**src/rtl/mem_bus_pkg.sv**
```systemverilog
// Shared types and constants for the memory bus fabric.
package mem_bus_pkg;

   typedef enum logic [1:0] {
      ST_IDLE   = 2'd0,
      ST_ACCESS = 2'd1,
      ST_RESP   = 2'd2
   } state_e;

   localparam int DEF_ADDR_W       = 32;
   localparam int DEF_DATA_W       = 32;
   localparam int DEF_NUM_SLAVES   = 4;
   localparam int DEF_REGION_SHIFT = 16;
   localparam int DEF_TIMEOUT      = 255;

   localparam int                    ERR_CNT_W   = 8;
   localparam logic [ERR_CNT_W-1:0] ERR_CNT_MAX = '1;

   // Bits needed to hold values 0..n-1, never less than one.
   function automatic int min1_clog2(input int n);
      return (n > 1) ? $clog2(n) : 1;
   endfunction

endpackage

```
**src/rtl/mem_bus_decoder.sv**
```systemverilog
// Combinational region decode: region field -> one-hot select, index, mapped flag.
module mem_bus_decoder
   import mem_bus_pkg::*;
#(
   parameter int IDX_W      = DEF_ADDR_W - DEF_REGION_SHIFT,
   parameter int NUM_SLAVES = DEF_NUM_SLAVES,
   parameter int SEL_W      = min1_clog2(DEF_NUM_SLAVES)
) (
   input  logic [IDX_W-1:0]      region_i,
   output logic [NUM_SLAVES-1:0] onehot_o,
   output logic [SEL_W-1:0]      idx_o,
   output logic                  mapped_o
);

   // Compare the full region field against every slave number so that any
   // region >= NUM_SLAVES matches nothing and is reported as unmapped.
   always_comb begin
      onehot_o = '0;
      idx_o    = '0;
      for (int i = 0; i < NUM_SLAVES; i++) begin
         if (region_i == IDX_W'(i)) begin
            onehot_o[i] = 1'b1;
            idx_o       = SEL_W'(i);
         end
      end
      mapped_o = |onehot_o;
   end

endmodule

```
**src/rtl/mem_bus_fabric.sv**
```systemverilog
// Single-master to NUM_SLAVES memory bus fabric with region decode,
// per-access timeout and a saturating error counter.
module mem_bus_fabric
   import mem_bus_pkg::*;
#(
   parameter int ADDR_W       = DEF_ADDR_W,
   parameter int DATA_W       = DEF_DATA_W,
   parameter int NUM_SLAVES   = DEF_NUM_SLAVES,
   parameter int REGION_SHIFT = DEF_REGION_SHIFT,
   parameter int TIMEOUT      = DEF_TIMEOUT
) (
   input  logic                         clk,
   input  logic                         n_reset,
   input  logic                         m_req,
   input  logic                         m_we,
   input  logic [ADDR_W-1:0]            m_addr,
   input  logic [DATA_W-1:0]            m_wdata,
   output logic                         m_ready,
   output logic                         m_err,
   output logic [DATA_W-1:0]            m_rdata,
   output logic [NUM_SLAVES-1:0]        s_sel,
   output logic                         s_we,
   output logic [REGION_SHIFT-1:0]      s_addr,
   output logic [DATA_W-1:0]            s_wdata,
   input  logic [NUM_SLAVES*DATA_W-1:0] s_rdata,
   input  logic [NUM_SLAVES-1:0]        s_ready,
   output logic [ERR_CNT_W-1:0]         err_count
);

   localparam int IDX_W = ADDR_W - REGION_SHIFT;
   localparam int SEL_W = min1_clog2(NUM_SLAVES);
   // Counter only ever reaches TIMEOUT, so it never wraps.
   localparam int CNT_W = min1_clog2(TIMEOUT + 1);

   state_e                  state_q;
   logic                    m_ready_q, m_err_q, s_we_q;
   logic [DATA_W-1:0]       m_rdata_q, s_wdata_q;
   logic [NUM_SLAVES-1:0]   s_sel_q;
   logic [REGION_SHIFT-1:0] s_addr_q;
   logic [SEL_W-1:0]        idx_q;
   logic [CNT_W-1:0]        cnt_q;
   logic [ERR_CNT_W-1:0]    err_cnt_q;

   logic [NUM_SLAVES-1:0]   dec_onehot;
   logic [SEL_W-1:0]        dec_idx;
   logic                    dec_mapped;
   logic                    slv_ready;
   logic [DATA_W-1:0]       slv_rdata;

   mem_bus_decoder #(
      .IDX_W      (IDX_W),
      .NUM_SLAVES (NUM_SLAVES),
      .SEL_W      (SEL_W)
   ) u_dec (
      .region_i (m_addr[ADDR_W-1:REGION_SHIFT]),
      .onehot_o (dec_onehot),
      .idx_o    (dec_idx),
      .mapped_o (dec_mapped)
   );

   // Pick ready and read data of the latched slave only; others are ignored.
   always_comb begin
      slv_ready = 1'b0;
      slv_rdata = '0;
      for (int i = 0; i < NUM_SLAVES; i++) begin
         if (idx_q == SEL_W'(i)) begin
            slv_ready = s_ready[i];
            slv_rdata = s_rdata[i*DATA_W +: DATA_W];
         end
      end
   end

   // Access FSM with registered master/slave outputs, timeout and error count.
   always_ff @(posedge clk or negedge n_reset) begin
      if (!n_reset) begin
         state_q   <= ST_IDLE;
         m_ready_q <= 1'b0;
         m_err_q   <= 1'b0;
         m_rdata_q <= '0;
         s_sel_q   <= '0;
         s_we_q    <= 1'b0;
         s_addr_q  <= '0;
         s_wdata_q <= '0;
         idx_q     <= '0;
         cnt_q     <= '0;
         err_cnt_q <= '0;
      end else begin
         case (state_q)
            ST_IDLE: begin
               if (m_req) begin
                  s_we_q    <= m_we;
                  s_addr_q  <= m_addr[REGION_SHIFT-1:0];
                  s_wdata_q <= m_wdata;
                  cnt_q     <= '0;
                  if (dec_mapped) begin
                     s_sel_q <= dec_onehot;
                     idx_q   <= dec_idx;
                     state_q <= ST_ACCESS;
                  end else begin
                     m_err_q   <= 1'b1;
                     m_rdata_q <= '0;
                     m_ready_q <= 1'b1;
                     state_q   <= ST_RESP;
                  end
               end
            end
            ST_ACCESS: begin
               if (slv_ready) begin
                  // A ready in the timeout cycle still completes cleanly.
                  m_rdata_q <= s_we_q ? '0 : slv_rdata;
                  m_err_q   <= 1'b0;
                  m_ready_q <= 1'b1;
                  s_sel_q   <= '0;
                  state_q   <= ST_RESP;
               end else if (TIMEOUT != 0) begin
                  cnt_q <= cnt_q + 1'b1;
                  if (cnt_q == CNT_W'(TIMEOUT - 1)) begin
                     m_rdata_q <= '0;
                     m_err_q   <= 1'b1;
                     m_ready_q <= 1'b1;
                     s_sel_q   <= '0;
                     state_q   <= ST_RESP;
                  end
               end
            end
            ST_RESP: begin
               if (m_err_q && (err_cnt_q != ERR_CNT_MAX)) begin
                  err_cnt_q <= err_cnt_q + 1'b1;
               end
               m_ready_q <= 1'b0;
               m_err_q   <= 1'b0;
               m_rdata_q <= '0;
               state_q   <= ST_IDLE;
            end
            default: state_q <= ST_IDLE;
         endcase
      end
   end

   assign m_ready   = m_ready_q;
   assign m_err     = m_err_q;
   assign m_rdata   = m_rdata_q;
   assign s_sel     = s_sel_q;
   assign s_we      = s_we_q;
   assign s_addr    = s_addr_q;
   assign s_wdata   = s_wdata_q;
   assign err_count = err_cnt_q;

endmodule

```
**config.mk**
```make
export PLATFORM = sky130hd
export DESIGN_NAME = mem_bus_fabric
export DESIGN_NICKNAME = d
export VERILOG_FILES = /design/src/rtl/mem_bus_pkg.sv /design/src/rtl/mem_bus_decoder.sv /design/src/rtl/mem_bus_fabric.sv
export SDC_FILE = /design/constraint.sdc
export NUM_CORES = 1
export LEC_CHECK = 0
export CORE_ASPECT_RATIO = 2
export CORE_MARGIN = 2
export CORE_UTILIZATION = 38
export DETAILED_ROUTE_END_ITERATION = 12
export PLACE_DENSITY = 0.83
export SYNTH_ARGS = -nofsm -noshare
export SYNTH_HDL_FRONTEND = slang
export SYNTH_SLANG_ARGS = --single-unit
```
**constraint.sdc**
```tcl
create_clock -name clk -period 2.2 [get_ports clk]
set_input_delay 0.44 -clock clk [delete_from_list [all_inputs] [get_ports clk]]
set_output_delay 0.44 -clock clk [all_outputs]
set_load 0.01 [all_outputs]
```
After elaboration in Yosys (flattened, before gate mapping)
Index checks and enable logic that the tools add are counted.
- reductions and logical operators: 14
- add/sub/neg operators: 2
- equal/unequal tests: 15
- multiplexer cells: 41
- operator list (cell ; number):
    $mux W32 ; 9
    $pmux W32 S3 ; 1
    $eq A16 B2 Y1 const B ; 2
    $add A8 B1 Y8 const B ; 2
    $eq A16 B1 Y1 const B ; 1
    $logic_not A16 Y1 ; 1
    $mux W4 ; 4
    $mux W8 ; 2
    $pmux W8 S2 ; 1
    $mux W1 ; 14
    $mux W2 ; 6
    $eq A8 B8 Y1 const B ; 1
    $ne A2 B2 Y1 const B ; 4
    $ne A8 B8 Y1 const B ; 1
    $pmux W4 S2 ; 1
    $reduce_and A4 Y1 ; 2
    $eq A2 B2 Y1 const B ; 3
    $pmux W1 S3 ; 2
    $reduce_and A2 Y1 ; 3
    $reduce_and A3 Y1 ; 2
    $eq A2 B1 Y1 const B ; 2
    $logic_not A2 Y1 ; 2
    $pmux W2 S2 ; 1
    $reduce_or A4 Y1 ; 1
    4 further kinds ; 4
- flip-flop bits (word level): 107
- output and inout bits: 95

Depth between registers and ports, before layout
- depth after elaboration: 8
- gate-level depth with buffers: 7

Modules after synthesis
Synthesis repeated with hierarchy kept, for this count alone.
- cells, all modules: 522
- area, all modules: 5316.3 um2
- modules (own cells, without submodules) (module ; seq. area each (um2) ; times used ; area each (um2) ; cells an instance):
    mem_bus_fabric ; 2677.6 ; 1 ; 5107.4 ; 502
    mem_bus_decoder ; 0.0 ; 1 ; 209.0 ; 20

Worst setup path after synthesis
Ideal clock, no wire load.
- path type: register -> register
- start: register idx_q[0]
- end: register m_rdata_q[0], in the netlist m_rdata[0]
- required time: 2134 ps
- data arrival time: 1835 ps
- path slack: 299 ps
- buffers on the path: 2
- cell stages (with the launch flop): 7
- cell sequence: dfrtp_1 > buf_6 > mux4_2 > a211o_4 > a31oi_4 > buf_6 > a22o_1
- longest elaborated chain between the ends: 8
- ends and longest elaborated chain (what ; RTL line ; text):
    from (decl) ; mem_bus_fabric.sv:40 ; logic [SEL_W-1:0] idx_q;
    from (signal assigned) ; mem_bus_fabric.sv:97 ; idx_q <= dec_idx;
    $logic_not A2 Y1 ; mem_bus_fabric.sv:66 ; if (idx_q == SEL_W'(i)) begin
    $mux W32 (4 in a row) ; mem_bus_fabric.sv:66 ;
    $mux W32 ; mem_bus_fabric.sv:110 ; m_rdata_q <= s_we_q ? '0 : slv_rdata;
    $mux W32 ; mem_bus_fabric.sv:108 ; if (slv_ready) begin
    $pmux W32 S3 ; mem_bus_fabric.sv:88 ; case (state_q)
    to (signal assigned) ; mem_bus_fabric.sv:110 ;
    to (decl) ; mem_bus_fabric.sv:37 ; logic [DATA_W-1:0] m_rdata_q, s_wdata_q;
Parallel ways exist; a longest one is shown, timed or not.
A chain may end at the register's enable or synchronous reset.

Worst setup path in the final report
- start: input s_ready[3]
- end: register m_rdata_q[5], in the netlist m_rdata[5]
- longest elaborated chain between the ends: 3
- ends and longest elaborated chain (what ; RTL line ; text):
    from (decl) ; mem_bus_fabric.sv:26 ; input logic [NUM_SLAVES-1:0] s_ready,
    $mux W1 * ; mem_bus_fabric.sv:66 ;
    $ne A3 B3 Y1 (no source line) / $mux W32 (equally long branches) ; - ;
    $reduce_and A4 Y1 (no source line) / $pmux W32 S3 (equally long branches) ; - ;
Every way passes the cells marked *; elsewhere a longest branch is shown, timed or not.

==> results.sh <==
export IMPL_finalCritPeriodShare_pct=88.9
export IMPL_die_h_um=167
export IMPL_slowest_delay_ns=0.53
export IMPL_async_flop_share_pct=100
export IMPL_synth_xor_area_share_pct=1.91
export IMPL_ctsHtreeMaxLevel=3
export IMPL_totalWireLength_um=16000
export IMPL_crit_buf_inv=2
export IMPL_setup_tns_ns=0
export IMPL_worst_slew_pin_slew_ns=0.607
export IMPL_pin_count=295
export IMPL_drv_slew=0
export IMPL_dieWidth_um=85.4
export IMPL_antenna_cells=0
export IMPL_cts_buffers=9
export IMPL_start_kind="primary input"
export IMPL_grt_util_all_layers_pct=23.1
export IMPL_grt_max_degree=51
export IMPL_gp_congestion=0.863
export IMPL_cellLeakagePower_nw=3.68
export IMPL_area_growth_pct=69.2
export IMPL_drc=0
export IMPL_final_common_cell="clkdlybuf4s50_1"
export IMPL_die_area_um2=14200
export IMPL_syn_avg_cell_area_um2=11.3
export IMPL_cp_arrival_ns=2.23
export IMPL_endpoint_kind="flop"
export IMPL_drtIter0Drc=173
export IMPL_dr_pass1_iters=4
export IMPL_grt_pass1_vias=5248
export IMPL_row_count=59
export IMPL_peakVddDrop_mv=0.490
export IMPL_cts_resized=0
export IMPL_finalCriticalPeriod_ns=1.96
export IMPL_outcome="finished clean"
export IMPL_dp_hpwl_um=13000
export IMPL_hold_buffers=0
export IMPL_synth_flop_cell="dfrtp_1"
export IMPL_synthMuxAreaShare_pct=15.2
export IMPL_required_ns=2.47
export IMPL_grt_antenna_before_repair=0
export IMPL_port_buffer_count=294
export IMPL_hold_slack_ns=0.108
export IMPL_netlist_cell_type_count=34
export IMPL_drv_cap=0
export IMPL_synth_simple_area_share_pct=16.7
export IMPL_avgViaCountPerCell=5.31
export IMPL_hold_viol=0
export IMPL_initial_utilization_pct=38.8
export IMPL_syn_inst=444
export IMPL_vias=4759
export IMPL_final_util_pct=65.6
export IMPL_syn_nets=647
export IMPL_synth_edf_count=0
export IMPL_rsz0062_at_grt="false"
export IMPL_ant_nets=0
export IMPL_fmax_mhz=511
export IMPL_mostFrequentLayoutCells="293 x clkdlybuf4s50_1, 156 x nand2_1, 106 x dfrtp_1"
export IMPL_wl_per_cell_um=17.8
export IMPL_clk_path_buf_depth=2
export IMPL_dpl_cell_count=881
export IMPL_final_cells=897
export IMPL_crit_path_top_delay_cell="mux4_2"
export IMPL_fp_coreArea_um2=13000
export IMPL_yosys_warnings=0
export IMPL_skew_ns=0.00837
export IMPL_crit_fanout=23
export IMPL_ys_ff_latch=107
export IMPL_netlist_area_um2=5030
export IMPL_crit_family="compound AO/OA/AOI/OAI gates"
export IMPL_hold_path_class="primary input to async pin"
export IMPL_seq_area_frac_synth_pct=53.2
export IMPL_grt_pass1_wl_um=25600
export IMPL_synthAdderAreaFrac_pct=0.746
export IMPL_post_cts_buffers=0
export IMPL_cp_cell_sequence="clkdlybuf4s50_1 > mux4_2 > a211o_4 > a31oi_4 > buf_12 > a22o_1"
export IMPL_nets=943
export IMPL_slew_headroom_pct=59.5
export IMPL_layout_drive_gt1_share_pct=10.3
export IMPL_critical_path_class="primary input to flop"
export IMPL_cts_tree="built"
export IMPL_synth_compound_area_share_pct=9.24
export IMPL_cts_root_buf="clkbuf_16"
export IMPL_clkLatencyLatePin_ns=0.33
export IMPL_powerDensity_nw_per_um2=585
export IMPL_synth_top_family_by_area="simple AND/OR/NAND/NOR gates"
export IMPL_clk_pin_slew_worst_paths_ns=0.07
export IMPL_setup_viol=0
export IMPL_grt_ovfl_total=0
export IMPL_cts_sinks=107
power breakdown:
| group | switching (mW) | internal, mW |
|---|---|---|
| Sequential | 0.131 | 2.14 |
| Combinational | 0.438 | 0.747 |
| Clock | 0.720 | 0.809 |
| Total | 1.29 | 3.69 |
worst reg2reg max path: stages (launching register included):
cell and delay, ns:
dfrtp_2 0.38, mux4_2 0.56, a211o_4 0.30, a31oi_4 0.21, buf_12 0.19, a22o_1 0.17
final cells by class:
cell class	count	area (um^2)
fillers	998	4480
clock buffers	10	239
clock inverters	6	48.8
inverters	5	18.8
flip-flops and latches	107	2680
multi-input cells	305	2220
repair buffers	312	3130
well taps	152	190
logic make-up after synthesis:
logic type,Yosys count
AOI/OAI and AO/OA,53
xor gates and xnor gates,11
adders and majority gates,3
buffers and inverters,32
DFF,107
muxes,35
and+or+nand+nor,203
stage by stage:
step	worst slack (ns)	total power, mW	area (um^2)
3_3_place_gp	-0.0632	3.45	8230
4_1_cts	0.259	5.05	8520
6_report	0.244	4.98	8520
2_1_floorplan	0.299	2.65	5030
3_5_place_dp	-0.0971	3.50	8230
5_1_grt	0.162	5.23	8520
path summary, 6_finish.rpt:
kind / start / end / slack, ns / cells past startpoint
hold / removal: n_reset / s_addr[12]$_DFFE_PN0P_ / 0.11 / 1
min in group clk: s_wdata[26]$_DFFE_PN0P_ / s_wdata[26]$_DFFE_PN0P_ / 0.48 / 2
setup reg to reg: idx_q[0]$_DFFE_PN0P_ / m_rdata[5]$_DFFE_PN0P_ / 0.33 / 5
setup / recovery: s_ready[3] / m_rdata[5]$_DFFE_PN0P_ / 0.24 / 6
max in group asynchronous: n_reset / s_wdata[3]$_DFFE_PN0P_ / 1.41 / 2
hold reg to reg: s_wdata[26]$_DFFE_PN0P_ / s_wdata[26]$_DFFE_PN0P_ / 0.48 / 2
metal layers:
metal  global-route usage (%)  vias up  wire length [um]
met4                     11.6        0               653
met1                     23.3     2319              5230
met2                     43.3      248              9100
met3                     4.61       41              1010
met5                        0        -                 0
li1                         -     2151                 -
sequential cells by signal, indices dropped and copies added, names as in the netlist, 2 cells and up:
register,flops
err_count,8
m_rdata,32
s_addr,16
s_sel,4
cnt_q,8
idx_q,2
s_wdata,32
state_q,2
synthesized netlist by cell type, drive strengths merged, types with 3 or more instances:
cell    count  area share (%)
a22o       32             5.6
a32o        4            0.80
and3        3            0.37
and4        3            0.52
buf         4            0.89
clkbuf     23             1.7
dfrtp     107              53
ha          3            0.75
inv         5            0.37
mux4       33              15
nand2     157              12
nand3       8            0.80
nand4       5            0.62
nor2       13            0.97
nor4        6            0.75
o211ai      4            0.60
o21ai       4            0.40
xnor2       9             1.6
(Power assumes the default switching activity.)
